File: src/rtl/bcd_pkg.sv
// Shared types and constants for the BCD countdown timer and its digit cells.
package bcd_pkg;

   typedef enum logic [1:0] {StIdle, StRun, StHold, StDone} state_t;

   localparam logic [3:0] BCD_MAX  = 4'd9;
   localparam logic [3:0] BCD_ZERO = 4'd0;

   // Non-BCD nibbles (A..F) saturate to 9 so the counter never holds an illegal digit.
   function automatic logic [3:0] bcd_clamp(input logic [3:0] d);
      return (d > BCD_MAX) ? BCD_MAX : d;
   endfunction

endpackage

File: src/rtl/bcd_down_digit.sv
// One BCD digit of the down-counter: synchronous load, decrement with 0 -> 9 wrap.
module bcd_down_digit
   import bcd_pkg::*;
(
   input  logic       clk,
   input  logic       ar,
   input  logic       ld,
   input  logic [3:0] ld_val,
   input  logic       dec_in,
   output logic [3:0] q,
   output logic       is_zero
);

   always_ff @(posedge clk) begin
      if (ar) begin
         q <= BCD_ZERO;
      end else if (ld) begin
         q <= ld_val;
      end else if (dec_in) begin
         q <= (q == BCD_ZERO) ? BCD_MAX : q - 4'd1;
      end
   end

   assign is_zero = (q == BCD_ZERO);

endmodule

File: src/rtl/bcd_down_timer.sv
// Multi-digit BCD countdown timer with start/stop control and terminal-count pulse.
// Optional periodic mode: define BCD_TIMER_AUTO_RELOAD_EN.
module bcd_down_timer
   import bcd_pkg::*;
#(
   parameter int unsigned DIGITS = 4
) (
   input  logic                  clk,
   input  logic                  ar,
   input  logic                  tick,
   input  logic                  load,
   input  logic [4*DIGITS-1:0]   load_val,
   input  logic                  start,
   input  logic                  stop,
   output logic [4*DIGITS-1:0]   q,
   output logic                  running,
   output logic                  done,
   output logic                  tc_pulse
);

   state_t              state_q;
   logic [DIGITS-1:0]   is_zero;
   logic [DIGITS-1:0]   dec_in;
   logic [DIGITS:0]     lower_zero;
   logic                upper_zero;
   logic                all_zero;
   logic                q_one;
   logic                dec_en;
   logic                reload;
   logic                ld;
   logic [4*DIGITS-1:0] clamped_val;
   logic [4*DIGITS-1:0] ld_bus;

   always_comb begin
      lower_zero    = '0;
      lower_zero[0] = 1'b1;
      upper_zero    = 1'b1;
      clamped_val   = '0;
      for (int unsigned i = 0; i < DIGITS; i++) begin
         lower_zero[i+1]       = lower_zero[i] & is_zero[i];
         clamped_val[4*i +: 4] = bcd_clamp(load_val[4*i +: 4]);
         if (i > 0) upper_zero = upper_zero & is_zero[i];
      end
   end

   assign all_zero = lower_zero[DIGITS];
   assign q_one    = upper_zero & (q[3:0] == 4'd1);
   // Stop and load both outrank the count strobe at the same edge.
   assign dec_en   = tick & (state_q == StRun) & ~load & ~stop & ~all_zero;

   always_comb begin
      dec_in = '0;
      for (int unsigned i = 0; i < DIGITS; i++) begin
         dec_in[i] = dec_en & lower_zero[i];
      end
   end

`ifdef BCD_TIMER_AUTO_RELOAD_EN
   logic [4*DIGITS-1:0] preset_q;

   always_ff @(posedge clk) begin
      if (ar) begin
         preset_q <= '0;
      end else if (load) begin
         preset_q <= clamped_val;
      end
   end

   assign reload = tick & (state_q == StRun) & ~load & ~stop & all_zero;
   assign ld_bus = load ? clamped_val : preset_q;
`else
   assign reload = 1'b0;
   assign ld_bus = clamped_val;
`endif

   assign ld = load | reload;

   for (genvar i = 0; i < DIGITS; i++) begin : g_digit
      bcd_down_digit u_digit (
         .clk     (clk),
         .ar      (ar),
         .ld      (ld),
         .ld_val  (ld_bus[4*i +: 4]),
         .dec_in  (dec_in[i]),
         .q       (q[4*i +: 4]),
         .is_zero (is_zero[i])
      );
   end

   always_ff @(posedge clk) begin
      if (ar) begin
         state_q  <= StIdle;
         running  <= 1'b0;
         done     <= 1'b0;
         tc_pulse <= 1'b0;
      end else begin
         tc_pulse <= 1'b0;
         if (load) begin
            state_q <= StIdle;
            running <= 1'b0;
            done    <= 1'b0;
         end else begin
            unique case (state_q)
               StIdle, StHold: begin
                  if (start && !stop) begin
`ifdef BCD_TIMER_AUTO_RELOAD_EN
                     state_q <= StRun;
                     running <= 1'b1;
`else
                     if (all_zero) begin
                        state_q <= StDone;
                        done    <= 1'b1;
                     end else begin
                        state_q <= StRun;
                        running <= 1'b1;
                     end
`endif
                  end
               end
               StRun: begin
                  if (stop) begin
                     state_q <= StHold;
                     running <= 1'b0;
                  end else if (tick && q_one) begin
                     tc_pulse <= 1'b1;
`ifndef BCD_TIMER_AUTO_RELOAD_EN
                     state_q  <= StDone;
                     running  <= 1'b0;
                     done     <= 1'b1;
`endif
                  end
               end
               StDone: begin
                  if (start && !stop && !all_zero) begin
                     state_q <= StRun;
                     running <= 1'b1;
                     done    <= 1'b0;
                  end
               end
               default: state_q <= StIdle;
            endcase
         end
      end
   end

endmodule

File: config.mk
export PLATFORM = sky130hd
export DESIGN_NAME = bcd_down_timer
export DESIGN_NICKNAME = d
export VERILOG_FILES = /design/src/rtl/bcd_pkg.sv /design/src/rtl/bcd_down_digit.sv /design/src/rtl/bcd_down_timer.sv
export SDC_FILE = /design/constraint.sdc
export NUM_CORES = 1
export LEC_CHECK = 0
export ABC_AREA = 1
export CORE_ASPECT_RATIO = 1.25
export CORE_MARGIN = 3
export CORE_UTILIZATION = 40
export CTS_CLUSTER_DIAMETER = 60
export DETAILED_ROUTE_END_ITERATION = 10
export PLACE_DENSITY = 0.69
export RECOVER_POWER = 25
export SETUP_SLACK_MARGIN = 0.05
export SLEW_MARGIN = 20
export SYNTH_ARGS = -nofsm -noshare
export SYNTH_HDL_FRONTEND = slang
export SYNTH_SLANG_ARGS = --single-unit
File: constraint.sdc
create_clock -name clk -period 2.1 [get_ports clk]
set_clock_uncertainty 0.2 [all_clocks]
set_input_delay 0.315 -clock clk [delete_from_list [all_inputs] [get_ports clk]]
set_output_delay 0.315 -clock clk [all_outputs]
set_load 0.01 [all_outputs]
# After elaboration in Yosys (flattened, before gate mapping)
# Index checks and enable logic that the tools add are counted.
[word_totals]
register_bits = 21
latchBits = 0
ramBits = 0
rom_bits = 0
output_inout_bits = 19
wordCells = 99
mem_count = 0
[classes]
add_sub_neg = 4
n_mul = 0
n_div = 0
n_lt_le_gt_ge = 4
n_eq_ne = 11
shifts = 0
muxes = 35
n_bitwise = 17
n_reduce_logical = 20
[op_table]
columns = ["op", "n"]
rows = [
  ["4-bit two-way mux", 16],
  ["4-bit > comparator (second input constant)", 4],
  ["4-bit zero test", 4],
  ["4-bit by 1-bit subtractor with 4-bit output (second input constant)", 4],
  ["1-bit AND", 13],
  ["1-bit two-way mux", 11],
  ["2-bit two-way mux", 5],
  ["2-bit != test (second input constant)", 5],
  ["2-bit nonzero test", 4],
  ["1-bit case mux with 3 select lines", 2],
  ["2-bit case mux with 3 select lines", 1],
  ["5-bit AND reduction", 1],
  ["2-bit == test (second input constant)", 2],
  ["4-bit by 1-bit == test with 1-bit output (second input constant)", 1],
  ["1-bit inverter", 4],
  ["4-bit AND reduction", 1],
  ["2-bit OR reduction", 2],
  ["4-bit OR reduction", 1],
  ["1-bit logical AND", 3],
  ["3-bit by 2-bit != test with 1-bit output (second input constant)", 1],
  ["3-bit AND reduction", 1],
  ["2-bit by 1-bit == test with 1-bit output (second input constant)", 1],
  ["1-bit zero test", 2],
  ["2-bit zero test", 1],
  ["2-bit by 1-bit != test with 1-bit output (second input constant)", 1],
]

# Logic depth before layout (Yosys ltp)
[logic_depth]
ltp_word = 9
mapped_depth = 12
ltp_nobuf = 12

# Hierarchy
# From an unflattened synthesis, not the netlist that was laid out.
[unflattened]
cells_unflattened = 249
area_unflattened_um2 = 1498.9
[by_module_without_submodules]
columns = ["module", "instances", "cells_per_inst", "area_each_um2"]
rows = [
  ["bcd_down_digit", 4, 40, 256.5],
  ["bcd_down_timer", 1, 89, 473.0],
]

# Least setup slack after synthesis
# Ideal clock, no wire load.
[synth_path]
kind = "register to register"
start = "register g_digit[2].u_digit.q[0]"
end = "register g_digit[3].u_digit.q[0]"
setup_time_ns = 0.115
arrival_ns = 1.297
required_time_ns = 1.785
path_slack_ns = 0.488
stages_incl_launch_ff = 10
path_buffers = 1
period_less_slack_ns = 1.612
path_cell_list = "dfxtp_1 > nor2_2 > nand2_2 > nor2_4 > nand2_2 > nand4_2 > nand2_2 > buf_6 > a21oi_1 > nor2_1"
[synth_between]
elab_chain_cells = 7
[synth_lines]
columns = ["element", "line", "text"]
rows = [
  ["from (decl)", "bcd_down_digit.sv:10", "output logic [3:0] q,"],
  ["from (signal assigned)", "bcd_down_digit.sv:18", "q <= ld_val;"],
  ["from (signal assigned)", "bcd_down_digit.sv:20", "q <= (q == BCD_ZERO) ? BCD_MAX : q - 4'd1;"],
  ["4-bit zero test (*)", "bcd_down_digit.sv:24", "assign is_zero = (q == BCD_ZERO);"],
  ["1-bit AND (*)", "bcd_down_timer.sv:40", "lower_zero[i+1] = lower_zero[i] & is_zero[i];"],
  ["1-bit AND", "bcd_down_timer.sv:40", ""],
  ["1-bit inverter", "bcd_down_timer.sv:49", "assign dec_en = tick & (state_q == StRun) & ~load & ~stop & ~all_zero;"],
  ["1-bit AND", "bcd_down_timer.sv:49", ""],
  ["1-bit AND (*)", "bcd_down_timer.sv:54", "dec_in[i] = dec_en & lower_zero[i];"],
  ["2-bit nonzero test (no source line) (*)", "n/a", ""],
  ["to (signal assigned)", "bcd_down_digit.sv:18", ""],
  ["to (signal assigned)", "bcd_down_digit.sv:20", ""],
  ["to (decl)", "bcd_down_digit.sv:10", ""],
]
# Mark *: on every way between the ends. The rest lies on a longest branch, timed or not.
# A chain may end at the register's enable or synchronous reset.

# Worst setup path after layout
[layout_path]
start = "input load"
end = "register g_digit[3].u_digit.q[1]"
[layout_between]
elab_chain_cells = 6
[layout_lines]
columns = ["element", "line", "text"]
rows = [
  ["from (decl)", "bcd_down_timer.sv:11", "input logic load,"],
  ["1-bit inverter", "bcd_down_timer.sv:49", ""],
  ["1-bit AND (3 in series)", "bcd_down_timer.sv:49", ""],
  ["1-bit AND", "bcd_down_timer.sv:54", ""],
  ["2-bit nonzero test (no source line)", "n/a", ""],
]
# Several ways; a longest one is shown, not always the timed one.

==> impl_metrics.json <==
{
  "max_freq_ghz": 0.538,
  "crit_family": "buffers and inverters",
  "ys_top_cells_by_count": "42 x sky130_fd_sc_hd__nor2_1, 40 x sky130_fd_sc_hd__nand2_1, 22 x sky130_fd_sc_hd__inv_1, 21 x sky130_fd_sc_hd__dfxtp_1",
  "hpwl_mm": 2.61,
  "critPathMaxFanout": 9,
  "crit-reg2reg-launch": "g_digit[3].u_digit.q[0]$_SDFFE_PP0P_",
  "worstSetupStartpointType": "primary input",
  "place_ws_ns": 0.164,
  "grt_overflow": 0,
  "power.ir.vdd_worst_mv": 0.419,
  "period_minus_slack_ns": 1.86,
  "layout-drive-gt1-share_pct": 10.6,
  "first_global_vias": 1370,
  "num_antenna_cells": 0,
  "die_y_um": 71.9,
  "gp_congestion": 0.880,
  "drtPass1Iterations": 4,
  "yosysSeqAreaShare_pct": 30.2,
  "area_growth_syn_to_layout_pct": 34.7,
  "post_cts.resized_instances": 0,
  "hold_critical_path_endpoint": "running$_SDFFE_PP0P_",
  "cell_breakdown_of_the_critical_path": "dlygate4sd3_1 -> clkbuf_1 -> nand2_1 -> o21ai_0 -> nor2_1 -> nand3_1 -> nand2_1 -> nor2_1",
  "synth.distinct_cells": 31,
  "route.detailed.wl_per_inst_um": 11.1,
  "drc": 0,
  "r2r_slack_ns": 0.31,
  "die_area_mm2": 0.00422,
  "vias": 1506,
  "synth.most_common_cell": "sky130_fd_sc_hd__nor2_1",
  "clkSlewWorstSetupHoldPaths_ns": 0.08,
  "yosys_most_used_dff": "sky130_fd_sc_hd__dfxtp_1",
  "clkSinkCount": 21,
  "hold_viol_final": 0,
  "fp.dieW_um": 58.7,
  "port_buffers": 40,
  "fin_setup_tns_ns": 0,
  "syn-mean-instance-area_um2": 6.32,
  "post_synth_inst_count": 220,
  "layout_setup_ws_ns": 0.242,
  "register_area_um2": 420,
  "report.final.setup_viol": 0,
  "critPathSlowestCell": "sky130_fd_sc_hd__dlygate4sd3_1",
  "nets": 286,
  "synth-edff-count": 0,
  "hp-start": "running$_SDFFE_PP0P_",
  "route.final.wire_length_mm": 3.33,
  "rsz0062_at_grt": "false",
  "hold_class": "reg -> reg",
  "worstSetupPathType": "in -> reg",
  "row_count": 23,
  "most_area_consuming_cells_after_synthesis": "sky130_fd_sc_hd__dfxtp_1 30%, sky130_fd_sc_hd__nor2_1 11%, sky130_fd_sc_hd__nand2_1 11%",
  "antenna_found_initial": 0,
  "reg2regPathDepth": 9,
  "grt_pass1_wl_mm": 5.73,
  "synth_area_leader": "sky130_fd_sc_hd__dfxtp_1",
  "numCtsBuffers": 3,
  "timing.final.max_slew_violations": 0,
  "cts_setup_buffers": 0,
  "synthesis.nets": 242,
  "pwr_density_cell_mw_per_mm2": 578,
  "post_dr_vias_cell": 5.02,
  "netlist_area_before_placement_mm2": 0.00139,
  "outcome": "finished clean",
  "timing.critical_path.slowest_cell_delay_ns": 0.56,
  "initial_utilization_pct": 42.4,
  "hold_depth": 2,
  "multi_input_gate_area_um2": 840,
  "root_buffer_cell": "sky130_fd_sc_hd__clkbuf_8",
  "hold_buffers": 0,
  "top_level_ports": 41,
  "maximum_number_of_pins_on_one_net_before_global_route_repair": 14,
  "htree_levels": 1,
  "insertion_delay_ns": 0.26,
  "postSynthRegisterBits": 21,
  "timing_worst_slew_pin_value_ns": 0.453,
  "grt.total_usage_pct": 16.9,
  "layout_worst_path_cycle_share_pct": 88.5,
  "core_mm2": 0.00328,
  "cp.buffers_inverters": 2,
  "initialDrtViolationCount": 51,
  "route.antenna.remaining_nets": 0,
  "synth-async-reset-ratio_pct": 0,
  "r2r_end": "g_digit[2].u_digit.q[1]$_SDFFE_PP0P_",
  "ys_warn_count": 0,
  "slew_headroom_pct": 69.8,
  "arrival_ns": 1.87,
  "fin_worst_hold_slack_ns": 0.264,
  "worstPathRequired_ns": 2.11,
  "num-fill-cells": 336,
  "synth_top_area_share_pct": 30.2,
  "critical_path.endpoint_type": "flip-flop",
  "cts_tree": "yes",
  "power_leakage_nw": 0.841,
  "number_of_maximum_capacitance_constraint_violations": 0,
  "cts-root-to-sink-buffers": 2
}
cell type report:
class | instances | area share, %
Clock inverter | 1 | 0.267
Multi-Input combinational cell | 169 | 44.8
Timing Repair Buffer | 44 | 22.8
Inverter | 25 | 5.01
Tap cell | 37 | 2.47
Sequential cell | 21 | 22.4
Clock buffer | 3 | 2.20
power breakdown:
| part | leakage [nW] | internal (mW) | switching [mW] |
|---|---|---|---|
| logic | 0.643 | 0.162 | 0.187 |
| clock network | 0.0255 | 0.132 | 0.135 |
| registers | 0.173 | 0.428 | 0.0372 |
| total | 0.841 | 0.722 | 0.360 |
worst max-delay path by stage:
stage                                                     from                                    to  slack, ns  cells past startpoint
after global placement                                    tick                  running$_SDFFE_PP0P_       0.18                     11
after global routing                                      load  g_digit[3].u_digit.q[1]$_SDFFE_PP0P_       0.09                      8
after floorplan           g_digit[2].u_digit.q[0]$_SDFFE_PP0P_  g_digit[3].u_digit.q[0]$_SDFFE_PP0P_       0.49                      9
after detailed placement                                  stop  g_digit[2].u_digit.q[1]$_SDFFE_PP0P_       0.16                      7
after CTS                 g_digit[0].u_digit.q[0]$_SDFFE_PP0P_                                  q[0]       0.27                      1
final                                                     load  g_digit[3].u_digit.q[1]$_SDFFE_PP0P_       0.24                      8
through the flow:
step	total power, mW	cells	cell area (um^2)	util, %
final	1.08	300	1870	57.1
after global routing	1.15	300	1870	57.1
after CTS	1.10	300	1880	57.2
after detailed placement	0.828	296	1830	55.8
after global placement	0.826	296	1830	55.8
after floorplan	0.690	220	1390	-
kinds of logic after synthesis:
logic type | synth area share, %
AO/OA/AOI/OAI | 17.6
XOR/XNOR | 1.89
AND/OR/NAND/NOR | 40.9
flip-flops | 30.2
buffers and inverters | 9.36
per-layer routing:
metal | global-route usage (%) | vias up | wire length, um | part of all wire [%]
met5 | 0 | - | 0 | 0
met4 | 7.30 | 0 | 70 | 2.1
met3 | 2.67 | 9 | 143 | 4.3
met2 | 28.3 | 32 | 1620 | 48
met1 | 21.2 | 665 | 1500 | 45
li1 | - | 800 | - | -
state kept, by name, indices dropped and copies added, names as in the netlist:
register and count:
g_digit.u_digit.q 16, state_q 2, done 1, running 1, tc_pulse 1
cells in the final DEF (no fill, tap or decap):
cell type / netlist / routed
sky130_fd_sc_hd__nand2_4: 2 / 2
sky130_fd_sc_hd__nand3_1: 16 / 16
sky130_fd_sc_hd__nor4_1: 1 / 1
sky130_fd_sc_hd__o21ai_1: 4 / 4
sky130_fd_sc_hd__inv_2: 2 / 2
sky130_fd_sc_hd__a21oi_1: 16 / 16
sky130_fd_sc_hd__nor2_4: 2 / 2
sky130_fd_sc_hd__o21ai_0: 16 / 16
sky130_fd_sc_hd__nand4_2: 1 / 1
sky130_fd_sc_hd__dlygate4sd3_1: 0 / 9
sky130_fd_sc_hd__dfxtp_1: 21 / 21
sky130_fd_sc_hd__nand2_1: 40 / 40
sky130_fd_sc_hd__xnor2_1: 1 / 1
sky130_fd_sc_hd__a31oi_1: 1 / 1
sky130_fd_sc_hd__nor2_1: 42 / 42
sky130_fd_sc_hd__clkbuf_1: 0 / 1
sky130_fd_sc_hd__clkinv_2: 0 / 1
sky130_fd_sc_hd__nor3_1: 3 / 3
sky130_fd_sc_hd__inv_1: 22 / 22
sky130_fd_sc_hd__buf_4: 1 / 3
sky130_fd_sc_hd__o211ai_1: 1 / 1
sky130_fd_sc_hd__nor2_8: 1 / 1
sky130_fd_sc_hd__xor2_1: 2 / 2
sky130_fd_sc_hd__clkinv_1: 1 / 1
sky130_fd_sc_hd__o22ai_1: 1 / 1
sky130_fd_sc_hd__nand2_2: 8 / 8
sky130_fd_sc_hd__o31ai_1: 1 / 1
sky130_fd_sc_hd__clkdlybuf4s50_1: 0 / 31
sky130_fd_sc_hd__o21a_1: 1 / 1
sky130_fd_sc_hd__a22oi_1: 3 / 3
sky130_fd_sc_hd__a211oi_1: 1 / 1
sky130_fd_sc_hd__nor2_2: 5 / 5
sky130_fd_sc_hd__clkbuf_8: 0 / 3
worst reg2reg max path: cells and delay by family, from the launching register on:
family                 cells  cell delay [ns]
buffers and inverters      1             0.16
DFF                        1             0.36
and+or+nand+nor            8             1.00
No activity file was read; power rests on OpenSTA's default activity.
